[config.mk]
export PLATFORM = sky130hd
export DESIGN_NAME = multdiv_iter_flat
export DESIGN_NICKNAME = d
export VERILOG_FILES = /design/src/rtl/multdiv_pkg.sv /design/src/rtl/multdiv_if.sv /design/src/rtl/booth_recode4.sv /design/src/rtl/cla_addsub32.sv /design/src/rtl/multdiv_iter.sv /design/src/flat_wrapper.sv
export SDC_FILE = /design/constraint.sdc
export NUM_CORES = 1
export LEC_CHECK = 0
export ABC_AREA = 1
export BUFFER_PORTS_ARGS = -buffer_cell sky130_fd_sc_hd__buf_2
export CORE_MARGIN = 2
export CORE_UTILIZATION = 60
export DETAILED_ROUTE_END_ITERATION = 16
export GPL_TIMING_DRIVEN = 0
export PLACE_DENSITY = 0.81
export SYNTH_ARGS = -nofsm -noshare
export SYNTH_HDL_FRONTEND = slang
export SYNTH_SLANG_ARGS = --single-unit
[constraint.sdc]
create_clock -name clock -period 5.66 [get_ports clock]
set_input_delay 0.566 -clock clock [delete_from_list [all_inputs] [get_ports clock]]
set_output_delay 0.566 -clock clock [all_outputs]
set_load 0.01 [all_outputs]
[src/rtl/multdiv_pkg.sv]
// Shared types and constants for the iterative multiply/divide unit.
package multdiv_pkg;
    localparam int WIDTH      = 32;
    localparam int MULT_ITERS = 16;
    localparam int DIV_ITERS  = 32;

    typedef enum logic [1:0] {IDLE, MULT, DIV, DONE} state_e;

    typedef enum logic [2:0] {ZERO, ADD_M, ADD_2M, SUB_M, SUB_2M} booth_op_e;
endpackage

[src/rtl/multdiv_if.sv]
// Request/response bundle between the execute stage and the multiply/divide unit.
interface multdiv_if;
    logic                           ctrl_MULT;
    logic                           ctrl_DIV;
    logic [multdiv_pkg::WIDTH-1:0]  data_operandA;
    logic [multdiv_pkg::WIDTH-1:0]  data_operandB;
    logic [multdiv_pkg::WIDTH-1:0]  data_result;
    logic                           data_exception;
    logic                           data_resultRDY;
    logic                           busy;

    modport master (
        output ctrl_MULT, ctrl_DIV, data_operandA, data_operandB,
        input  data_result, data_exception, data_resultRDY, busy
    );

    modport slave (
        input  ctrl_MULT, ctrl_DIV, data_operandA, data_operandB,
        output data_result, data_exception, data_resultRDY, busy
    );
endinterface

[src/rtl/booth_recode4.sv]
// Radix-4 Booth recoder: three overlapping multiplier bits to an add/subtract selection.
module booth_recode4
    import multdiv_pkg::*;
(
    input  logic [2:0] bits,
    output booth_op_e  op
);
    always_comb begin
        op = ZERO;
        case (bits)
            3'b001, 3'b010: op = ADD_M;
            3'b011:         op = ADD_2M;
            3'b100:         op = SUB_2M;
            3'b101, 3'b110: op = SUB_M;
            default:        op = ZERO;
        endcase
    end
endmodule

[src/rtl/cla_addsub32.sv]
// 32-bit carry-lookahead adder/subtractor: sum = a + (sub ? ~b + 1 : b).
module cla_addsub32 (
    input  logic [31:0] a,
    input  logic [31:0] b,
    input  logic        sub,
    output logic [31:0] sum,
    output logic        cout
);
    logic [31:0] bx, g, p;
    logic [7:0]  grp_g, grp_p;
    logic [32:0] c;

    assign bx = b ^ {32{sub}};
    assign g  = a & bx;
    assign p  = a ^ bx;

    generate
        for (genvar gi = 0; gi < 8; gi++) begin : g_group
            assign grp_g[gi] = g[4*gi+3]
                             | (p[4*gi+3] & g[4*gi+2])
                             | (p[4*gi+3] & p[4*gi+2] & g[4*gi+1])
                             | (p[4*gi+3] & p[4*gi+2] & p[4*gi+1] & g[4*gi]);
            assign grp_p[gi] = &p[4*gi+3:4*gi];
        end
    endgenerate

    // Group carries skip across each nibble; inner carries only look back into their own group.
    always_comb begin
        c    = '0;
        c[0] = sub;
        for (int i = 0; i < 8; i++) begin
            for (int j = 0; j < 3; j++) begin
                c[4*i+j+1] = g[4*i+j] | (p[4*i+j] & c[4*i+j]);
            end
            c[4*i+4] = grp_g[i] | (grp_p[i] & c[4*i]);
        end
    end

    assign sum  = p ^ c[31:0];
    assign cout = c[32];
endmodule

[src/rtl/multdiv_iter.sv]
// Iterative signed 32-bit multiply (radix-4 Booth) and divide (restoring on magnitudes).
module multdiv_iter
    import multdiv_pkg::*;
#(
    parameter int MULT_LAT = MULT_ITERS + 1,
    parameter int DIV_LAT  = DIV_ITERS + 1
) (
    input  logic     clock,
    input  logic     reset_n,
    multdiv_if.slave bus
);
    localparam logic [4:0] MULT_LAST = 5'(MULT_LAT - 2);
    localparam logic [4:0] DIV_LAST  = 5'(DIV_LAT - 2);

    typedef logic [WIDTH-1:0] word_t;

    state_e     state_reg, state_next;
    logic [4:0] cnt_reg, last_cnt;
    logic       qm1_reg, negq_reg, ovf_reg, dz_reg, mult_reg, exc_reg, rdy_reg;
    word_t      acc_reg, lo_reg, m_reg, result_reg;

    logic       start_mult, start_div, div_zero;
    word_t      neg_a, neg_b, neg_q, abs_a, abs_b;
    logic       nega_cout, negb_cout, negq_cout, unused_carries;

    booth_op_e  booth_op;
    word_t      add_a, add_b, add_sum;
    logic       add_sub, add_cout, div_ok;
    logic [1:0] add_hi_b, ext_hi;

    assign start_mult = bus.ctrl_MULT & ~bus.ctrl_DIV;
    assign start_div  = bus.ctrl_DIV & ~bus.ctrl_MULT;

    cla_addsub32 u_neg_a (.a({WIDTH{1'b0}}), .b(bus.data_operandA), .sub(1'b1), .sum(neg_a), .cout(nega_cout));
    cla_addsub32 u_neg_b (.a({WIDTH{1'b0}}), .b(bus.data_operandB), .sub(1'b1), .sum(neg_b), .cout(negb_cout));
    cla_addsub32 u_neg_q (.a({WIDTH{1'b0}}), .b(lo_reg),            .sub(1'b1), .sum(neg_q), .cout(negq_cout));
    cla_addsub32 u_step  (.a(add_a),         .b(add_b),             .sub(add_sub), .sum(add_sum), .cout(add_cout));

    // 0 - B carries out only when B is zero.
    assign div_zero       = start_div & negb_cout;
    assign abs_a          = bus.data_operandA[WIDTH-1] ? neg_a : bus.data_operandA;
    assign abs_b          = bus.data_operandB[WIDTH-1] ? neg_b : bus.data_operandB;
    assign unused_carries = nega_cout ^ negq_cout;

    booth_recode4 u_booth (.bits({lo_reg[1:0], qm1_reg}), .op(booth_op));

    always_comb begin
        add_a    = acc_reg;
        add_b    = '0;
        add_sub  = 1'b0;
        add_hi_b = 2'b00;
        if (state_reg == DIV) begin
            add_a   = {acc_reg[WIDTH-2:0], lo_reg[WIDTH-1]};
            add_b   = m_reg;
            add_sub = 1'b1;
        end else begin
            case (booth_op)
                ADD_M:   add_b = m_reg;
                ADD_2M:  add_b = {m_reg[WIDTH-2:0], 1'b0};
                SUB_M:   begin add_b = m_reg;                    add_sub = 1'b1; end
                SUB_2M:  begin add_b = {m_reg[WIDTH-2:0], 1'b0}; add_sub = 1'b1; end
                default: add_b = '0;
            endcase
            if (booth_op != ZERO) add_hi_b = {2{m_reg[WIDTH-1]}};
        end
    end

    // Two guard bits above P_hi absorb +-2M before the arithmetic shift by 2.
    assign ext_hi   = {2{acc_reg[WIDTH-1]}} + (add_sub ? ~add_hi_b : add_hi_b) + {1'b0, add_cout};
    assign div_ok   = acc_reg[WIDTH-1] | add_cout;
    assign last_cnt = (state_reg == MULT) ? MULT_LAST : DIV_LAST;

    always_ff @(posedge clock or negedge reset_n) begin
        if (!reset_n) state_reg <= IDLE;
        else          state_reg <= state_next;
    end

    always_comb begin
        state_next = state_reg;
        if (start_mult) begin
            state_next = MULT;
        end else if (start_div) begin
            state_next = div_zero ? DONE : DIV;
        end else begin
            case (state_reg)
                MULT, DIV: if (cnt_reg == last_cnt) state_next = DONE;
                DONE:      state_next = IDLE;
                default:   state_next = IDLE;
            endcase
        end
    end

    always_ff @(posedge clock or negedge reset_n) begin
        if (!reset_n) begin
            cnt_reg <= '0; acc_reg <= '0; lo_reg <= '0; m_reg <= '0;
            qm1_reg <= 1'b0; negq_reg <= 1'b0; ovf_reg <= 1'b0; dz_reg <= 1'b0;
            mult_reg <= 1'b0; result_reg <= '0; exc_reg <= 1'b0; rdy_reg <= 1'b0;
        end else begin
            rdy_reg <= 1'b0;
            if (start_mult || start_div) begin
                cnt_reg  <= '0;
                acc_reg  <= '0;
                qm1_reg  <= 1'b0;
                mult_reg <= start_mult;
                dz_reg   <= div_zero;
                lo_reg   <= start_mult ? bus.data_operandB : abs_a;
                m_reg    <= start_mult ? bus.data_operandA : abs_b;
                negq_reg <= bus.data_operandA[WIDTH-1] ^ bus.data_operandB[WIDTH-1];
                ovf_reg  <= (bus.data_operandA == {1'b1, {(WIDTH-1){1'b0}}}) && (&bus.data_operandB);
            end else begin
                case (state_reg)
                    MULT: begin
                        acc_reg <= {ext_hi, add_sum[WIDTH-1:2]};
                        lo_reg  <= {add_sum[1:0], lo_reg[WIDTH-1:2]};
                        qm1_reg <= lo_reg[1];
                        if (cnt_reg != last_cnt) cnt_reg <= cnt_reg + 5'd1;
                    end
                    DIV: begin
                        acc_reg <= div_ok ? add_sum : add_a;
                        lo_reg  <= {lo_reg[WIDTH-2:0], div_ok};
                        if (cnt_reg != last_cnt) cnt_reg <= cnt_reg + 5'd1;
                    end
                    DONE: begin
                        rdy_reg <= 1'b1;
                        if (dz_reg) begin
                            result_reg <= '0;
                            exc_reg    <= 1'b1;
                        end else if (mult_reg) begin
                            result_reg <= lo_reg;
                            exc_reg    <= (acc_reg != {WIDTH{lo_reg[WIDTH-1]}});
                        end else begin
                            result_reg <= negq_reg ? neg_q : lo_reg;
                            exc_reg    <= ovf_reg;
                        end
                    end
                    default: ;
                endcase
            end
        end
    end

    assign bus.data_result    = result_reg;
    assign bus.data_exception = exc_reg;
    assign bus.data_resultRDY = rdy_reg;
    assign bus.busy           = (state_reg != IDLE);
endmodule

[src/flat_wrapper.sv]
// flat-port wrapper written by rule: the top's interface ports become plain ports
module multdiv_iter_flat import multdiv_pkg::*;
#(
    parameter int MULT_LAT = MULT_ITERS + 1,
    parameter int DIV_LAT  = DIV_ITERS + 1
)
  (clock, reset_n, bus_ctrl_MULT, bus_ctrl_DIV, bus_data_operandA, bus_data_operandB, bus_data_result, bus_data_exception, bus_data_resultRDY, bus_busy);
  multdiv_if bus_i ();
  input  logic clock;
  input  logic reset_n;
  input wire logic [$bits(bus_i.ctrl_MULT)-1:0] bus_ctrl_MULT;
  input wire logic [$bits(bus_i.ctrl_DIV)-1:0] bus_ctrl_DIV;
  input wire logic [$bits(bus_i.data_operandA)-1:0] bus_data_operandA;
  input wire logic [$bits(bus_i.data_operandB)-1:0] bus_data_operandB;
  output wire logic [$bits(bus_i.data_result)-1:0] bus_data_result;
  output wire logic [$bits(bus_i.data_exception)-1:0] bus_data_exception;
  output wire logic [$bits(bus_i.data_resultRDY)-1:0] bus_data_resultRDY;
  output wire logic [$bits(bus_i.busy)-1:0] bus_busy;
  assign bus_i.ctrl_MULT = bus_ctrl_MULT;
  assign bus_i.ctrl_DIV = bus_ctrl_DIV;
  assign bus_i.data_operandA = bus_data_operandA;
  assign bus_i.data_operandB = bus_data_operandB;
  assign bus_data_result = bus_i.data_result;
  assign bus_data_exception = bus_i.data_exception;
  assign bus_data_resultRDY = bus_i.data_resultRDY;
  assign bus_busy = bus_i.busy;
  multdiv_iter #(.MULT_LAT(MULT_LAT), .DIV_LAT(DIV_LAT)) u_core (.clock(clock), .reset_n(reset_n), .bus(bus_i));
endmodule
Yosys cells after proc, flatten, opt, wreduce, memory -nomap -nowiden
Index checks and enable logic that the tools add are counted.
{ "totals": {"regBits": 142, "inputBits": 68, "out_inout_bits": 35, "wordCells": 352} }
{ "op_classes": {"addsub": 3, "n_eq_ne": 18, "n_mux": 36, "bitwise_logic": 235, "reduce_logical": 47} }
{ "ops": {"columns": ["op", "count"], "rows": [
  ["$mux 32", 12],
  ["$pmux 32 s2", 3],
  ["$xor 32x32->32", 6],
  ["$and 1x1->1", 163],
  ["$reduce_and 4->1", 30],
  ["$not 32->32", 3],
  ["$or 1x1->1", 57],
  ["$and 32x32->32", 1],
  ["$eq 32x32->1 const B", 1],
  ["$ne 32x32->1", 1],
  ["$reduce_and 32->1", 1],
  ["$mux 5", 4],
  ["$mux 2", 7],
  ["$eq 3x2->1 const B", 4],
  ["$eq 3x3->1 const B", 4],
  ["$pmux 3 s4", 1],
  ["$reduce_or 2->1", 6],
  ["$mux 1", 9],
  ["$reduce_bool 2->1", 4],
  ["$eq 3x1->1 const B", 2],
  ["$reduce_bool 3->1", 2],
  ["$add 5x1->5 const B", 1],
  ["$eq 5x5->1", 1],
  ["$ne 5x5->1", 1],
  ["11 further kinds", 15]
]} }

Depth between registers and ports, before layout
{ "logic_depth": {"ltp_word": 36, "mapped_depth": 38, "ltp_nobuf": 37} }

By module
From an unflattened synthesis, not the netlist that was laid out.
{ "hier_totals": {"hier_cells": 2334, "area_unflattened_um2": 16858.7} }
{ "by_module_without_submodules": {"columns": ["module", "instances", "cells_each", "area_each_um2", "seq_area_each_um2"], "rows": [
  ["multdiv_iter", 1, 1311, 9341.5, 3553.4],
  ["cla_addsub32 (u_core.u_neg_b ...)", 2, 254, 1869.3, 0.0],
  ["cla_addsub32 (u_core.u_neg_a ...)", 2, 253, 1866.8, 0.0],
  ["booth_recode4", 1, 9, 45.0, 0.0]
]} }

Worst setup path before layout
OpenSTA, ideal clock, no wires.
{ "synth_path": {"path_kind": "reg-to-reg", "from": "register u_core.lo_reg[0]", "to": "register u_core.acc_reg[29]", "setup_time_ns": 0.116, "arrival_ns": 4.774, "t_required_ns": 5.544, "slack_ns": 0.770, "stages_incl_launch_ff": 38, "synth_period_minus_slack_ns": 4.890, "cell_sequence": "dfrtp_1 -> inv_1 -> ha_1 -> nor2_2 -> inv_1 -> nand3_1 -> nand2_2 -> inv_2 -> buf_1 -> xor2_1 -> inv_1 -> ha_1 -> nand2_1 -> nor3_1 -> nand2_1 -> nand2_1 -> nand2_1 -> nand2_1 -> [2 not listed] -> nand2_1 -> nand2_1 -> nand2_1 -> nand2_1 -> nand2_1 -> nand2_1 -> nand2_1 -> nand2_2 -> inv_1 -> fa_1 -> fa_1 -> fa_1 -> xor2_1 -> inv_1 -> o21ai_0 -> inv_1 -> nand2_1 -> nand2_1"} }
{ "synth_between": {"elab_chain_len": 35, "word_cells_on_any_way": 122, "cone_classes": "10 x eq/ne; 8 x mux; 91 x bitwise; 13 x reduce/logical"} }
{ "synth_lines": {"columns": ["item", "line", "source"], "rows": [
  ["start, declared", "multdiv_iter.sv:20", "word_t acc_reg, lo_reg, m_reg, result_reg;"],
  ["start signal, assigned", "multdiv_iter.sv:106", "lo_reg <= start_mult ? bus.data_operandB : abs_a;"],
  ["start signal, assigned", "multdiv_iter.sv:114", "lo_reg <= {add_sum[1:0], lo_reg[WIDTH-1:2]};"],
  ["start signal, assigned", "multdiv_iter.sv:120", "lo_reg <= {lo_reg[WIDTH-2:0], div_ok};"],
  ["$eq 3x3->1, or another cell as far along", "booth_recode4.sv:10", "case (bits)"],
  ["$reduce_or 2->1", "booth_recode4.sv:10", null],
  ["$pmux 3 s4 *", "booth_recode4.sv:10", null],
  ["$eq 3x2->1, or another cell as far along", "multdiv_iter.sv:57", "case (booth_op)"],
  ["$reduce_or 2->1 (no line)", null, null],
  ["$pmux 32 s2 / $mux 1 (equally long branches)", "multdiv_iter.sv:57", null],
  ["$mux 32 / $mux 1 (equally long branches)", "multdiv_iter.sv:52", "if (state_reg == DIV) begin"],
  ["$xor 32x32->32", "cla_addsub32.sv:13", "assign bx = b ^ {32{sub}};"],
  ["[19 not listed]", null, null],
  ["$or 1x1->1", "cla_addsub32.sv:33", "c[4*i+j+1] = g[4*i+j] | (p[4*i+j] & c[4*i+j]);"],
  ["$and 1x1->1", "cla_addsub32.sv:33", null],
  ["$or 1x1->1", "cla_addsub32.sv:33", null],
  ["$and 1x1->1", "cla_addsub32.sv:33", null],
  ["$or 1x1->1", "cla_addsub32.sv:33", null],
  ["$xor 32x32->32", "cla_addsub32.sv:39", "assign sum = p ^ c[31:0];"],
  ["$pmux 32 s2 *", "multdiv_iter.sv:111", "case (state_reg)"],
  ["$mux 32 *", "multdiv_iter.sv:100", "if (start_mult || start_div) begin"],
  ["end signal, assigned", "multdiv_iter.sv:113", "acc_reg <= {ext_hi, add_sum[WIDTH-1:2]};"],
  ["end signal, assigned", "multdiv_iter.sv:119", "acc_reg <= div_ok ? add_sum : add_a;"],
  ["end, declared", "multdiv_iter.sv:20", null]
]} }
Mark *: on every way between the ends. The rest lies on a longest branch, timed or not.
A chain may end at the register's enable or synchronous reset.

Worst setup path in the final report
{ "layout_path": {"from": "register u_core.state_reg[0]", "to": "register u_core.acc_reg[30]"} }
{ "layout_between": {"elab_chain_len": 29, "word_cells_on_any_way": 111, "cone_classes": "2 x add/sub; 2 x eq/ne; 8 x mux; 90 x bitwise; 9 x reduce/logical"} }
{ "layout_lines": {"columns": ["item", "line", "source"], "rows": [
  ["start, declared", "multdiv_iter.sv:17", "state_e state_reg, state_next;"],
  ["start signal, assigned", "multdiv_iter.sv:75", "else state_reg <= state_next;"],
  ["$eq 2x2->1", "multdiv_iter.sv:52, multdiv_iter.sv:111", null],
  ["$mux 32 / $mux 1 (equally long branches)", "multdiv_iter.sv:52", null],
  ["$xor 32x32->32", "cla_addsub32.sv:13", null],
  ["$xor 32x32->32 / $and 32x32->32 (equally long branches)", "cla_addsub32.sv:15, cla_addsub32.sv:14", null],
  ["$and 1x1->1 (on tied branches)", "cla_addsub32.sv:20, cla_addsub32.sv:21, cla_addsub32.sv:22", null],
  ["$or 1x1->1, or another cell as far along", "cla_addsub32.sv:20", "| (p[4*gi+3] & g[4*gi+2])"],
  ["$or 1x1->1 / $and 1x1->1 (equally long branches)", "cla_addsub32.sv:21, cla_addsub32.sv:22", null],
  ["$or 1x1->1", "cla_addsub32.sv:22", "| (p[4*gi+3] & p[4*gi+2] & p[4*gi+1] & g[4*gi]);"],
  ["[13 not listed]", null, null],
  ["$and 1x1->1", "cla_addsub32.sv:33", null],
  ["$or 1x1->1", "cla_addsub32.sv:33", null],
  ["$and 1x1->1", "cla_addsub32.sv:33", null],
  ["$or 1x1->1", "cla_addsub32.sv:33", null],
  ["$xor 32x32->32", "cla_addsub32.sv:39", null],
  ["$mux 32", "multdiv_iter.sv:119", null],
  ["$pmux 32 s2", "multdiv_iter.sv:111", null],
  ["$mux 32", "multdiv_iter.sv:100", null]
]} }
Parallel ways exist; a longest one is shown, timed or not.

==> flow_metrics.py <==
metrics = {
    "clock_tree": {
        "cts_made_buffers": 17,
        "insertion_delay_ns": 0.45,
        "hold_buffers": 0,
        "cts_root_buf": "clkbuf_16",
        "cts_sinks": 142,
        "h-tree-depth": 4,
        "cts_tree": "yes",
        "cts_buffer_depth": 2,
        "clkTransAtPathRegs_ns": 0.08,
    },
    "global_route": {
        "antenna_found_initial": 0,
        "grt_pass1_vias": 12680,
        "grt_max_degree": 75,
        "track_usage_pct": 41.57,
        "grt_pass1_wl_um": 69260,
        "grt_remaining_overflow": 0,
    },
    "routing": {
        "drt-vias-per-instance": 6.378,
        "drt_iter0_markers": 1541,
        "drc_errors": 0,
        "first_pass_iters": 6,
        "wl_um": 45870,
        "wl_per_cell_um": 21.73,
        "antenna_left": 0,
        "num_vias": 13460,
    },
    "worst_hold_path": {
        "hp-class": "input port to async pin",
    },
    "die": {
        "start_util_pct": 61.17,
        "die_y_um": 147.6,
        "core_sq_um": 20230,
        "core.rowCount": 52,
        "num_io_pins": 103,
        "die_area_sq_um": 21790,
        "die-width_um": 147.6,
    },
    "synthesis": {
        "synth_top_area_cell": "dfrtp_1",
        "postSynthAreaPerCell_sq_um": 7.307,
        "synth_top_family_by_area": "compound AO/OA/AOI/OAI gates",
        "yosys.cell_types.count": 43,
        "synth_edf_count": 0,
        "synthSimpleGateAreaFrac_pct": 19.99,
        "syn_area_sq_um": 12380,
        "yosysSeqAreaShare_pct": 28.71,
        "synthesis.nets": 1900,
        "yosys_register_bits": 142,
        "synth.area.top_cells": "dfrtp_1, ha_1, nand2_1",
        "synthArstFlopShare_pct": 100.0,
        "synth_compound_area_share_pct": 20.61,
        "yosys_warnings": 0,
        "yosysTopAreaCellShare_pct": 28.71,
        "synth_xor_xnor_area_share_pct": 3.184,
        "synth.area.mux_share_pct": 0,
        "ys.flop_type": "dfrtp_1",
        "syn-instance-count": 1694,
        "synth_fa_ha_area_share_pct": 15.47,
    },
    "timing": {
        "fin_crit_ns": 5.360,
        "setup_ws_ns": 0.2997,
        "setup_viol": 0,
        "slew_viol_final": 0,
        "tightest_slew_ns": 0.9267,
        "fin_skew_ns": 0.01572,
        "tns_ns": 0,
        "max_freq_ghz": 0.1866,
        "hold_violations": 0,
        "finalCritPeriodShare_pct": 94.70,
        "slew_headroom_pct": 37.99,
    },
    "status": {
        "status": "finished, final reports clean",
    },
    "placement": {
        "dp_hpwl_um": 35460,
        "dp_slack_ns": -0.4507,
        "post_dp_cell_area_sq_um": 13260,
        "io_buffers": 102,
        "gp_congestion": 1.085,
    },
    "worst_setup_path": {
        "r2r-start": "u_core.state_reg[0]$_DFFE_PN0P_",
        "cp.required_ns": 5.99,
        "crit_type": "flip-flop to flip-flop",
        "crit_arrival_ns": 5.69,
        "worstPathMaxFanout": 10,
        "startpoint_type": "flip-flop",
        "cp-startpoint": "u_core.state_reg[0]$_DFFE_PN0P_",
        "worstSetupEndpointType": "flip-flop",
    },
    "cells_and_area": {
        "multi_input_area_sq_um": 7501,
        "fin_area_sq_um": 14210,
        "n_antenna_cell": 0,
        "fill_cells": 1707,
        "final_nets": 2034,
        "area_delta_synth_final_pct": 14.77,
        "drive_gt1_share_pct": 10.81,
        "ff_latch_area_sq_um": 3553,
    },
    "run": {
        "maxCapViolCount": 0,
    },
}
## per-stage QoR
| stage | util [%] | std cells | hold slack (ns) |
|---|---|---|---|
| 2_1_floorplan | - | 1694 | 0.2704 |
| 3_3_place_gp | 65.37 | 2066 | 0.4592 |
| 3_5_place_dp | 65.53 | 2067 | 0.4618 |
| 4_1_cts | 68.84 | 2099 | 0.1563 |
| 5_1_grt | 70.21 | 2111 | 0.1884 |
| 6_report | 70.21 | 2111 | 0.1369 |
## layout by cell type, fill, tap and decap left out, types with 5 or more instances in the layout
cell,count
clkbuf_1,66
clkinv_8,7
nand3_1,69
xor2_2,5
a22oi_1,10
dfrtp_1,142
clkbuf_2,8
ha_1,111
o211ai_1,24
nor3_1,21
buf_4,17
o21ai_0,133
buf_1,9
fa_1,24
buf_6,5
nand4_1,53
buf_2,104
a41oi_1,10
nand2_1,316
a32oi_1,12
nor2_1,90
a21oi_1,115
inv_8,6
o221ai_1,49
a211oi_1,6
o32ai_1,20
xor2_1,38
nor4_1,13
clkbuf_16,17
inv_1,284
## final timing paths
kind                            slack (ns)  depth (start not counted)                                     end
worst min register to register        0.48                          2  u_core.bus.data_result[16]$_DFFE_PN0P_
worst max register to register        0.30                         18          u_core.acc_reg[30]$_DFFE_PN0P_
worst min-delay path                  0.14                          1           u_core.acc_reg[9]$_DFFE_PN0P_
min in group clock                    0.46                          3             u_core.m_reg[9]$_DFFE_PN0N_
worst max-delay path                  0.30                         18          u_core.acc_reg[30]$_DFFE_PN0P_
max in group asynchronous             4.71                          2            u_core.m_reg[15]$_DFFE_PN0N_
## logic make-up after synthesis
kind of cell	Yosys count
xor gates and xnor gates	45
DFF	142
adders and majority gates	138
buffers and inverters	390
AOI/OAI and AO/OA	405
and+or+nand+nor	574
## area by class of cell
cell class	instances	area share (%)
tap	270	2.378
clock inverter	15	1.453
buffer	95	3.003
sequential	142	25.01
inverter	294	7.839
multi-input combinational	1162	52.80
timing repair buffer	116	4.518
clock buffer	17	2.995
## cells in the mapped netlist (2+ instances only)
master     instances
a211oi_1           6
nor3_1            21
nor4_1            13
fa_1              25
o211ai_1          24
a32oi_1           14
buf_1             10
clkinv_1           3
a2bb2oi_1          2
a21oi_1          115
ha_1             113
nand4_1           53
dfrtp_1          142
nor2_1            91
o21ai_0          134
xor2_1            44
a22o_1             4
buf_2              3
o32ai_1           23
nand2_1          317
nand3_1           69
a41oi_1           11
buf_6              3
nand2_2            2
o221ai_1          49
inv_2              3
inv_1            288
and3_1             4
clkbuf_1          80
o41ai_1            4
a31oi_1            3
a22oi_1           10
## timing repair
item,4_1_cts,5_1_grt
pin swaps,1,9
resized for setup,14,54
setup buffers,1,12
setup endpoints to repair,12,10
hold endpoints to repair,0,0
## worst max-delay path: stages, from the launching register on
cell	delay, ns
dfrtp_1	0.42
inv_1	0.13
ha_4	0.23
buf_4	0.22
clkbuf_2	0.30
clkbuf_1	0.51
buf_1	0.50
o21ai_0	0.24
ha_1	0.41
a21oi_1	0.15
nand2_1	0.08
a41oi_2	0.42
clkbuf_1	0.55
nand2_1	0.25
fa_1	0.52
nor2_1	0.11
nor2_1	0.06
nand2_1	0.09
nand2_1	0.05
## metal layers
| metal | GRT usage, % | vias to the layer above | wire, um |
|---|---|---|---|
| met3 | 8.179 | 212 | 4642 |
| met2 | 68.56 | 920 | 21650 |
| met5 | 0 | - | 0 |
| li1 | - | 6026 | - |
| met4 | 22.36 | 0 | 2749 |
| met1 | 51.61 | 6305 | 16820 |
Power is not shown: default switching activity piles up to over one toggle a cycle in this logic, so the estimate is an artifact.
